`src/rtl/prog_loader_pkg.sv`:
```
// Shared types and constants for the program-memory loader and its RAM.
package prog_loader_pkg;

    localparam int unsigned AddrW    = 6;
    localparam int unsigned DataW    = 8;
    localparam int unsigned MemDepth = 64;

    typedef struct packed {
        logic [AddrW-1:0] phys_addr;
    } addr_t;

    typedef struct packed {
        logic [DataW-1:0] raw_data;
    } data_t;

    typedef enum logic [1:0] {
        OpNop     = 2'b00,
        OpWrite   = 2'b01,
        OpClear   = 2'b10,
        OpIllegal = 2'b11
    } loader_op_e;

    typedef enum logic [2:0] {
        StIdle,
        StLen,
        StData,
        StCsum,
        StClr
    } loader_state_e;

    localparam int unsigned ErrCsum    = 0;
    localparam int unsigned ErrIllegal = 1;
    localparam int unsigned ErrTimeout = 2;

    localparam logic [AddrW-1:0] RegionNormal = 6'h00;
    localparam logic [AddrW-1:0] RegionSwi    = 6'h10;
    localparam logic [AddrW-1:0] RegionExc    = 6'h20;
    localparam logic [AddrW-1:0] RegionHwi    = 6'h30;

    function automatic loader_op_e decode_op(input logic [DataW-1:0] hdr);
        return loader_op_e'(hdr[7:6]);
    endfunction

endpackage

```
`src/rtl/prog_ram.sv`:
```
// 64x8 program RAM: one synchronous write port, one combinational read port, no reset.
module prog_ram
    import prog_loader_pkg::*;
(
    input  logic             clk,
    input  logic             we,
    input  logic [AddrW-1:0] waddr,
    input  logic [DataW-1:0] wdata,
    input  logic [AddrW-1:0] raddr,
    output logic [DataW-1:0] rdata
);

    logic [DataW-1:0] mem_q [MemDepth];

    always_ff @(posedge clk) begin
        if (we) begin
            mem_q[waddr] <= wdata;
        end
    end

    // Reads see the pre-edge contents when a write targets the same address.
    assign rdata = mem_q[raddr];

endmodule

```
`src/rtl/prog_loader.sv`:
```
// Byte-stream loader that fills the program RAM and holds the CPU while a frame is in flight.
module prog_loader
    import prog_loader_pkg::*;
#(
    parameter int unsigned TIMEOUT     = 1024,
    parameter logic [7:0]  CLEAR_VALUE = 8'h00
) (
    input  logic       clk,
    input  logic       rst_n,
    input  logic       in_valid,
    input  logic [7:0] in_data,
    output logic       in_ready,
    input  addr_t      rd_addr,
    output data_t      rd_data,
    output logic       cpu_hold,
    output logic       done,
    output logic [2:0] err,
    input  logic       err_clr
);

    localparam int unsigned ToW = (TIMEOUT < 2) ? 1 : $clog2(TIMEOUT + 1);
    localparam logic [ToW-1:0] ToLimit = ToW'(TIMEOUT);

    loader_state_e    state_q, state_d;
    logic [AddrW-1:0] addr_q, addr_d;
    logic [AddrW-1:0] cnt_q, cnt_d;
    logic [7:0]       sum_q, sum_d;
    logic [ToW-1:0]   to_q, to_d;
    logic             done_q, done_d;
    logic [2:0]       err_q, err_d;
    logic [2:0]       err_set;

    logic             accept;
    logic             ram_we;
    logic [DataW-1:0] ram_wdata;
    logic [DataW-1:0] ram_rdata;

    assign accept = in_valid && in_ready;

    always_comb begin
        state_d   = state_q;
        addr_d    = addr_q;
        cnt_d     = cnt_q;
        sum_d     = sum_q;
        to_d      = '0;
        done_d    = 1'b0;
        err_set   = '0;
        ram_we    = 1'b0;
        ram_wdata = in_data;

        unique case (state_q)
            StIdle: begin
                if (accept) begin
                    unique case (decode_op(in_data))
                        OpNop: ;
                        OpWrite: begin
                            addr_d  = in_data[5:0];
                            sum_d   = '0;
                            state_d = StLen;
                        end
                        OpClear: begin
                            addr_d  = '0;
                            state_d = StClr;
                        end
                        OpIllegal: err_set[ErrIllegal] = 1'b1;
                    endcase
                end
            end
            StLen: begin
                if (accept) begin
                    cnt_d   = in_data[5:0];
                    state_d = StData;
                end
            end
            StData: begin
                if (accept) begin
                    ram_we = 1'b1;
                    addr_d = addr_q + 6'd1;
                    sum_d  = sum_q + in_data;
                    if (cnt_q == '0) begin
                        state_d = StCsum;
                    end else begin
                        cnt_d = cnt_q - 6'd1;
                    end
                end
            end
            StCsum: begin
                if (accept) begin
                    err_set[ErrCsum] = (in_data != sum_q);
                    done_d           = 1'b1;
                    state_d          = StIdle;
                end
            end
            StClr: begin
                ram_we    = 1'b1;
                ram_wdata = CLEAR_VALUE;
                addr_d    = addr_q + 6'd1;
                if (addr_q == 6'd63) begin
                    done_d  = 1'b1;
                    state_d = StIdle;
                end
            end
            default: state_d = StIdle;
        endcase

        // Mid-frame starvation watchdog; partial writes are deliberately left in place.
        if ((state_q == StLen || state_q == StData || state_q == StCsum) && !in_valid) begin
            to_d = to_q + ToW'(1);
            if (TIMEOUT != 0 && to_d == ToLimit) begin
                err_set[ErrTimeout] = 1'b1;
                state_d             = StIdle;
                to_d                = '0;
            end
        end

        err_d = (err_clr ? 3'b000 : err_q) | err_set;
    end

    always_ff @(posedge clk or negedge rst_n) begin
        if (!rst_n) begin
            state_q <= StIdle;
            addr_q  <= '0;
            cnt_q   <= '0;
            sum_q   <= '0;
            to_q    <= '0;
            done_q  <= 1'b0;
            err_q   <= '0;
        end else begin
            state_q <= state_d;
            addr_q  <= addr_d;
            cnt_q   <= cnt_d;
            sum_q   <= sum_d;
            to_q    <= to_d;
            done_q  <= done_d;
            err_q   <= err_d;
        end
    end

    assign in_ready = (state_q != StClr);
    assign cpu_hold = (state_q != StIdle);
    assign done     = done_q;
    assign err      = err_q;
    assign rd_data  = data_t'(ram_rdata);

    prog_ram u_ram (
        .clk   (clk),
        .we    (ram_we),
        .waddr (addr_q),
        .wdata (ram_wdata),
        .raddr (rd_addr.phys_addr),
        .rdata (ram_rdata)
    );

endmodule

```
`config.mk`:
```
export PLATFORM = sky130hd
export DESIGN_NAME = prog_loader
export DESIGN_NICKNAME = d
export VERILOG_FILES = /design/src/rtl/prog_loader_pkg.sv /design/src/rtl/prog_ram.sv /design/src/rtl/prog_loader.sv
export SDC_FILE = /design/constraint.sdc
export NUM_CORES = 1
export LEC_CHECK = 0
export ABC_AREA = 0
export ABC_CLOCK_PERIOD_IN_PS = 7100
export CORE_UTILIZATION = 60
export DETAILED_ROUTE_END_ITERATION = 7
export PLACE_DENSITY = 0.85
export SLEW_MARGIN = 15
export SYNTH_ARGS = -nofsm -noshare
export SYNTH_HDL_FRONTEND = slang
export SYNTH_SLANG_ARGS = --single-unit
```
`constraint.sdc`:
```
create_clock -name clk -period 7.1 [get_ports clk]
set_clock_uncertainty 0.05 [all_clocks]
set_input_delay 1.065 -clock clk [delete_from_list [all_inputs] [get_ports clk]]
set_output_delay 1.065 -clock clk [all_outputs]
set_load 0.005 [all_outputs]
```
======== After elaboration in Yosys (flattened, before gate mapping) ========
Memories as Yosys holds them, arrays and structs flattened.
Cells that the tools add are included.
cells by class
  equal/unequal tests ..................... 17
  muxes and demuxes ....................... 39
  divide/modulo/power cells ............... 0
  shift-type cells ........................ 0
  multipliers ............................. 0
  $lt $le $gt $ge ......................... 0
  reduce and logical (&&, ||, !) cells .... 14
  add/sub/neg operators ................... 4
  bitwise operators ....................... 1
operators by type and width
  operator               count
  $mux 8                 4
  $mux 6                 5
  $mux 3                 9
  $pmux 6 s2             2
  $mux 11                2
  $pmux 6 s3             1
  $pmux 8 s2             1
  $pmux 3 s5             1
  $reduce_and 4->1       3
  $add 11x1->11 const B  1
  $eq 11x11->1 const B   1
  $mux 1                 11
  $add 8x8->8            1
  $ne 2x2->1 const B     4
  $ne 8x8->1             1
  $add 6x1->6 const B    1
  $eq 3x2->1 const B     2
  $eq 6x6->1 const B     1
  $logic_not 6->1        1
  $pmux 3 s2             1
  $reduce_bool 3->1      2
  $sub 6x1->6 const B    1
  $eq 2x2->1 const B     2
  $pmux 1 s2             2
  other kinds (12)       15
storage, ports and cells
  register bits after elaboration ......... 38
  output and inout port bits .............. 14
  RAM bits ................................ 512
  memory bits (read-only) ................. 0
  input bits .............................. 18
  word-level logic and storage cells ...... 83
  memories kept ........................... 1
  bits in latches ......................... 0
memory list
  memory       depth  bits a word  rd ports  clocked after Yosys merged registers in  write ports  line            RTL
  u_ram.mem_q  64     8            1         0                                        1            prog_ram.sv:13  logic [DataW-1:0] mem_q [MemDepth];

======== Longest topological paths before layout ========
Gate-level depths: netlist of run 1.
  depth in word-level cells ............... 6
  mapped depth ............................ 8
  depth with buffers taken out ............ 8

======== Cells and area by module ========
A second synthesis of run 1 with hierarchy kept.
second synthesis, totals
  cell total of the unflattened synthesis .. 1,218
  area total of the unflattened synthesis .. 22,484.1 um2
by module, submodules not included
  module       cells each  times used  area each (um2)  sequential area each (um2)
  prog_ram     932         1           20,006.7         15,374.7
  prog_loader  286         1           2,477.4          950.9

======== Worst setup path before layout of run 1 ========
Ideal clock, no wire load.
  path kind ............................... input-to-output
  from .................................... input port rd_addr[0] in the netlist's numbering
  to ...................................... output port rd_data[6] in the netlist's numbering
  path buffers ............................ 2
  data required time ...................... 5,985 ps
  setup slack ............................. 3,373 ps
  stages on the path ...................... 6
  data arrival time ....................... 2,612 ps
  cell sequence ........................... buf_6 -> buf_2 -> mux4_2 -> a211oi_2 -> a21oi_1 -> a221o_1
RTL lines
  element      line               RTL
  from (decl)  prog_loader.sv:13  input addr_t rd_addr,
  to (decl)    prog_loader.sv:14  output data_t rd_data,

==> key figures, run 1 <==
Drt
  • ANT nets after route: 0
  • Vias per cell: 6.829
  • WL per Instance: 28.97 um
  • DRT iter0 DRCs: 1601
  • Residual DRC: 0
  • Drt pass-1 iters: 6
  • Post-Route WL: 50440 um
  • Vias: 11890

Synth
  • Post-Synth Adder-Cell Area: 0.8705%
  • Top-count cell post-synth: edfxtp_1
  • Top_reg_cell synth: edfxtp_1
  • Seq/Total Area, Yosys: 72.81%
  • Cell variety after synth: 59
  • Top cells by count, synth: edfxtp_1 (512), mux4_2 (130), nor2_1 (103), nand2_1 (39), dfrtp_1 (38)
  • Synth Area in Simple Gates: 5.603%
  • Top cell type's share of synthesized area: 68.57%
  • Xor/xnor share of the synthesized area: 0.7031%
  • Cells after synthesis: between 1000 and 1500
  • Synth Cell Area: ~22000 sq um
  • Syn Area/Cell: 18.84 sq um
  • Post-synthesis mux area share: 15.10%
  • Yosys top cell by area: edfxtp_1
  • Fraction of registers with async set/reset: 6.909%
  • EDFF count, synth: 512
  • #FFs+latches synth: 550
  • Yosys warns: 0
  • Syn_nets: 1223
  • Synth area leaders: edfxtp_1 (69%), mux4_2 (13%), dfrtp_1 (4.2%)
  • Largest family of logic cells by synthesized area: multiplexers
  • Synth Area in Compound Gates: 2.980%

Floorplanning
  • Die height: 195.3 um
  • Die area: around 38000 sq um
  • FP Rows: 70
  • Initial core utilization: 61.10%
  • Placeable Area: 36700 sq um
  • # IOs: 32
  • Die W: about 200 um

GRT
  • GR Overflow Total: 0
  • First-pass GRT wire length: 75510 um
  • Total Routing Usage GR: 27.18%
  • Initial antenna violation count: 1
  • Vias in the first global route: 12175
  • Largest net degree at the start of global routing: 80

Clock network
  • Clock buffer count from CTS: 53
  • Clock Latency Late Sink: approximately 0.57 ns
  • CTS tree: built
  • Max clock buf depth: 3
  • Htree depth: 2
  • Hold_buf cts: 0
  • Worst-path clk slew: 0.06 ns
  • Post-CTS sizing: 0
  • Root buf cell: clkbuf_16
  • Setup Fix Bufs, Post-CTS: 0
  • Num Clock Sinks: 550

Critical path
  • Worst-path maximum fanout: 20
  • Data required, critical path: approximately 6.0 ns
  • Critical Path AT: 4.43 ns
  • CP Class: input port to output port
  • Startpoint Class: input port
  • Type of element capturing the critical path: output port
  • R2r setup slk: between 3 and 4 ns

STA
  • Final hold violation count: 0
  • Setup TNS: 0 ns
  • Slew @ Worst Pin: 1.254 ns
  • Hold_ws: 0.4483 ns
  • Final Cycle Share: 78.09%
  • Final-report max-slew violation count: 0
  • Achievable clock frequency: 0.1804 GHz
  • Final setup vio count: 0
  • RSZ-0062 raised after global routing: no
  • Slew margin rel.: 16.43%
  • Final min period: 5.544 ns

Placed design
  • Post-DP HPWL: 27940 um
  • Port-buffer cells: 31
  • Routability cong.: approximately 0.8
  • DP Area: 23060 sq um

Power
  • Peak supply drop: 223.2 uV
  • Seq pwr share: 50.7%
  • Int Power: 5.952 mW
  • Combinational share of power: 12.8%
  • Static Leak: 8.048 nW
  • Clock power share: between 30 and 40%
  • Sw Pwr: just over 2 mW
  • Power density cells: 321.6 nW/um^2
  • Sw frac: 25.64%

Final layout
  • Finished Cell Area: 24890 sq um
  • Nets: 1261
  • Synth-to-Final Area Change: 11.00%
  • Share of cells above drive strength 1: 19.32%
  • N_diodes: 0

Worst hold path
  • Min-Delay Path Class: register to register

Flow run
  • Number of max-cap violations: 0

Run status
  • Status: finished clean
## stage by stage
step | utilization (%) | instances | total power, mW | worst slack [ns]
floorplan | - | 1190 | 4.726 | 3.373
CTS | 67.80 | 1741 | 8.013 | 1.672
global placement | 62.84 | 1641 | 5.054 | 1.825
detailed placement | 62.84 | 1641 | 5.116 | 1.794
global route | 67.82 | 1741 | 8.221 | 1.438
finish | 67.82 | 1741 | 8.004 | 1.556
## final cells by class
class                   instances  area [sq um]
repair buffers                 44         409.1
well taps                     468         585.6
clock inverters                38         417.9
inverters                      13         48.80
multi-input cells             566          5698
flip-flops and latches        550         16330
fillers                      2173         11810
clock buffers                  62          1403
## sequential cells by signal, indices dropped and copies added, names as in the netlist
name and cells:
err 3, addr_q 6, sum_q 8, cnt_q 6
u_ram.mem_q 512, done 1, to_q 11, state_q 3
## power groups by stage
stage	clock network [mW]	logic [mW]	registers [mW]
after detailed placement	0	0.994	4.12
after global placement	0	0.944	4.11
final	2.92	1.02	4.06
after CTS	2.94	1.01	4.06
after global routing	3.06	1.09	4.07
after floorplan	0	0.668	4.06
## cell usage in the layout, fill, tap and decap left out, types with 7 or more instances in the layout
master           synthesis  routed
edfxtp_1               512     512
mux4_2                 130     130
nor2_1                 103     103
clkbuf_16                0      55
nand2_1                 39      39
dfrtp_1                 38      38
mux2i_1                 33      33
nand3_1                 28      28
clkdlybuf4s50_1          0      26
o21ai_0                 21      21
a21oi_1                 22      20
nand2b_1                19      19
o22ai_1                 16      16
ha_1                    14      14
buf_4                    4      14
nor3_1                  13      13
inv_1                   13      13
nor4_1                  11      11
nor2b_1                 10      10
xnor2_1                 10      10
clkinv_1                 0      10
nand3b_1                 9       9
a211oi_1                 8       8
xor2_1                   8       8
bufinv_16                0       8
or3_1                    7       7
clkbuf_1                19       7
clkinvlp_4               0       7
## kinds of logic after synthesis
group | Yosys count
AO/OA/AOI/OAI | 103
XOR/XNOR | 18
adder cells (fa/ha/maj) | 15
buffers and inverters | 74
flip-flops | 550
multiplexers | 169
AND/OR/NAND/NOR | 261
## worst max-delay path: stages
cell	delay, ns
clkdlybuf4s50_1	0.99
buf_4	0.47
nand2_1	0.15
o22ai_1	0.13
nor4_1	0.79
a221o_1	0.31
clkdlybuf4s50_1	0.50
## layer usage
layer,vias up,track usage [%],share of wire (%)
li1,4894,-,-
met1,6113,36.48,37
met2,753,44.50,50
met3,128,5.440,9.5
met4,2,10.50,3.6
met5,-,0,0.079
## path summary, 6_finish.rpt
check,end,cells after the start,from
max reg2reg,u_ram.mem_q[0][7],5,state_q[1]
max,rd_data[3],7,rd_addr[4]
min reg2reg,sum_q[4],2,sum_q[4]
max in group asynchronous,state_q[2],1,rst_n
min,sum_q[4],2,sum_q[4]
min in group asynchronous,sum_q[6],1,rst_n
(Power assumes the default switching activity.)
==> inputs of run 2 (changes only) <==
- ABC_CLOCK_PERIOD_IN_PS: 7100 -> 5300
- clock period: 7.1 -> 5.3 ns (I/O delays scaled with it)
==> run 2 against run 1 <==
  * Via count up 0.63%
  * Sequential power up 34%
  * Hold slack worse by 0.18 ns
  * Register-to-register slack worse by 1.9 ns
  * Combinational power up 38%
  * Sequential share of layout area about the same
  * Critical endpoint is now rd_data[0]
==> key figures, run 2 (synthesized netlist as in run 1, its figures left out) <==
Drt
  • Drt pass-1 iters: 5 (-1)
  • Vias: 11965 (+0.63%)
  • DRT iter0 DRCs: 1408 (-12%)
  • Residual DRC: 0 (unchanged)
  • ANT nets after route: 0 (unchanged)
  • Vias per cell: 6.814 (-0.23%)
  • WL per Instance: 29.06 um (+0.31%)
  • Post-Route WL: 51030 um (+1.2%)

Final layout
  • Commonest non-fill, non-tap cell in the layout: edfxtp_1
  • Share of cells above drive strength 1: 19.97% (+0.64 points)
  • Most flop-heavy register: u_ram.mem_q
  • Synth-to-Final Area Change: 11.02% (about the same)
  • Max reg flops: 512 (unchanged)
  • Largest registers: u_ram.mem_q x512, to_q x11, sum_q x8
  • Filler Cell Count: 2205 (+1.5%)
  • Commonest non-fill, non-tap cells in the layout: edfxtp_1 (512), mux4_2 (130), nor2_1 (103)
  • Finished Cell Area: 24890 sq um (about the same)
  • Util after Layout: 67.83% (about the same)
  • Final Instance Count excl. Fillers: 1756 (+0.86%)
  • Nets: 1279 (+1.4%)

Critical path
  • Startpoint Class: input port
  • CP Class: input port to output port
  • Max stage delay on crit path: 1.08 ns (+0.09 ns)
  • Worst-path cell chain: clkdlybuf4s50_1 > buf_4 > nor2_1 > nand2_1 > o22ai_1 > nor4_1 > a221o_1 > clkdlybuf4s50_1
  • Data required, critical path: 4.45 ns (-1.53 ns)
  • Type of element capturing the critical path: output port
  • Crit-path slowest cell: clkdlybuf4s50_1
  • Worst-path maximum fanout: 19 (-5.0%)
  • Most used cell, CP: clkdlybuf4s50_1
  • Critical Path AT: 4.05 ns (-0.38 ns)

STA
  • Final min period: approximately 4.9 ns
  • Final hold violation count: 0 (unchanged)
  • Final setup vio count: 0 (unchanged)
  • Setup TNS: 0 ns (unchanged)
  • Slew margin rel.: 19.94% (+3.5 points)
  • Final Cycle Share: ~90%
  • Achievable clock frequency: 0.2043 GHz
  • PnR worst setup slack: 0.4046 ns (-1.151 ns)
  • Hold_ws: 0.2702 ns (-0.1781 ns)
  • RSZ-0062 raised after global routing: no
  • Slew @ Worst Pin: 1.201 ns (-0.05265 ns)
  • Final-report max-slew violation count: 0 (unchanged)

Floorplanning
  • Die W: 195.3 um (unchanged)
  • FP Rows: 70 (unchanged)
  • Die height: 195.3 um (unchanged)
  • Die area: 38150 sq um (unchanged)
  • Initial core utilization: 61.10% (unchanged)
  • Placeable Area: 36700 sq um (unchanged)
  • # IOs: 32 (unchanged)

Placed design
  • Post-Place Setup Slack: 0.5913 ns (-1.203 ns)
  • DP Area: 23180 sq um (+0.53%)
  • Routability cong.: 0.8550 (+6.2%)
  • Post-DP HPWL: 29440 um (+5.4%)
  • Total placed cells including tap cells: 1659 (+1.1%)
  • Port-buffer cells: 31 (unchanged)

Power
  • Power density cells: 425.1 nW/um^2 (+32%)
  • Overall power: 10.58 mW (+32%)
  • Peak supply drop: 402.9 uV (+81%)
  • Static Leak: 8.102 nW (+0.67%)

GRT
  • First-pass GRT wire length: 76450 um (+1.2%)
  • Total Routing Usage GR: 27.71% (+0.54 points)
  • Largest net degree at the start of global routing: 68 (-15%)
  • GR Overflow Total: 0 (unchanged)
  • Vias in the first global route: 12091 (-0.69%)
  • Initial antenna violation count: 1 (unchanged)

Clock network
  • Num Clock Sinks: 550 (unchanged)
  • Setup Fix Bufs, Post-CTS: 0 (unchanged)
  • Post-CTS sizing: 0 (unchanged)
  • Clock buffer count from CTS: 53 (unchanged)
  • CTS tree: built
  • Max clock buf depth: 3 (unchanged)
  • Worst-path clk slew: 0.07 ns (about the same)
  • Hold_buf cts: 0 (unchanged)
  • Clock Latency Late Sink: 0.59 ns (+0.02 ns)
  • Htree depth: 2 (unchanged)
  • Root buf cell: clkbuf_16

Run status
  • Status: finished clean

Flow run
  • Number of max-cap violations: 0 (unchanged)

Worst hold path
  • Min-Delay Path Class: input port to asynchronous set/reset pin
[run 2: cell types whose count changed in the layout (fill, tap and decap cells not counted), sizes merged, moves of 2 or more]
| cell | delta |
|---|---|
| clkbuf | +7 |
| clkinvlp | -6 |
| bufinv | -2 |
| buf | +18 |
| inv | +2 |
| clkinv | -5 |
[run 2: routing by layer]
layer / track usage (%) / part of all wire, % / up-vias
li1: - / - / 4925
met2: 45.61 / 50 / 798
met4: 11.26 / 4.0 / 0
met3: 5.872 / 10 / 142
met1: 36.49 / 36 / 6100
met5: 0 / 0 / -
[run 2: area by class of cell]
type,instances,area [sq um],share of cell area [%]
well taps,468,585.6,2.352
multi-input cells,566,5698,22.89
diodes,1,2.502,0.01005
repair buffers,62,531.8,2.136
clock buffers,69,1406,5.650
clock inverters,27,294.0,1.181
flip-flops and latches,550,16330,65.58
inverters,13,48.80,0.1960
[run 2: path summary, 6_finish.rpt]
check                                 from           endpoint  slack (ns)  depth (start not counted)
worst max-delay path            rd_addr[4]         rd_data[0]        0.40                          8
worst min-delay path                 rst_n           sum_q[5]        0.27                          1
worst max register to register  state_q[1]  u_ram.mem_q[0][4]        1.48                          5
worst min register to register    sum_q[4]           sum_q[4]        0.45                          2
max in group asynchronous            rst_n           cnt_q[0]        4.37                          1
min in group clk                  sum_q[4]           sum_q[4]        0.45                          2
[run 2: worst max-delay path: cells and delay by family]
| kind | cells | cell delay [ns] |
|---|---|---|
| and+or+nand+nor | 3 | 0.93 |
| AOI/OAI and AO/OA | 2 | 0.39 |
| buffers and inverters | 3 | 1.93 |
[run 2: power breakdown]
| group | switching (mW) | total (mW) | internal (mW) |
|---|---|---|---|
| combinational | 1.01 | 1.41 | 0.399 |
| sequential | 0.146 | 5.44 | 5.29 |
| clock | 1.58 | 3.74 | 2.16 |
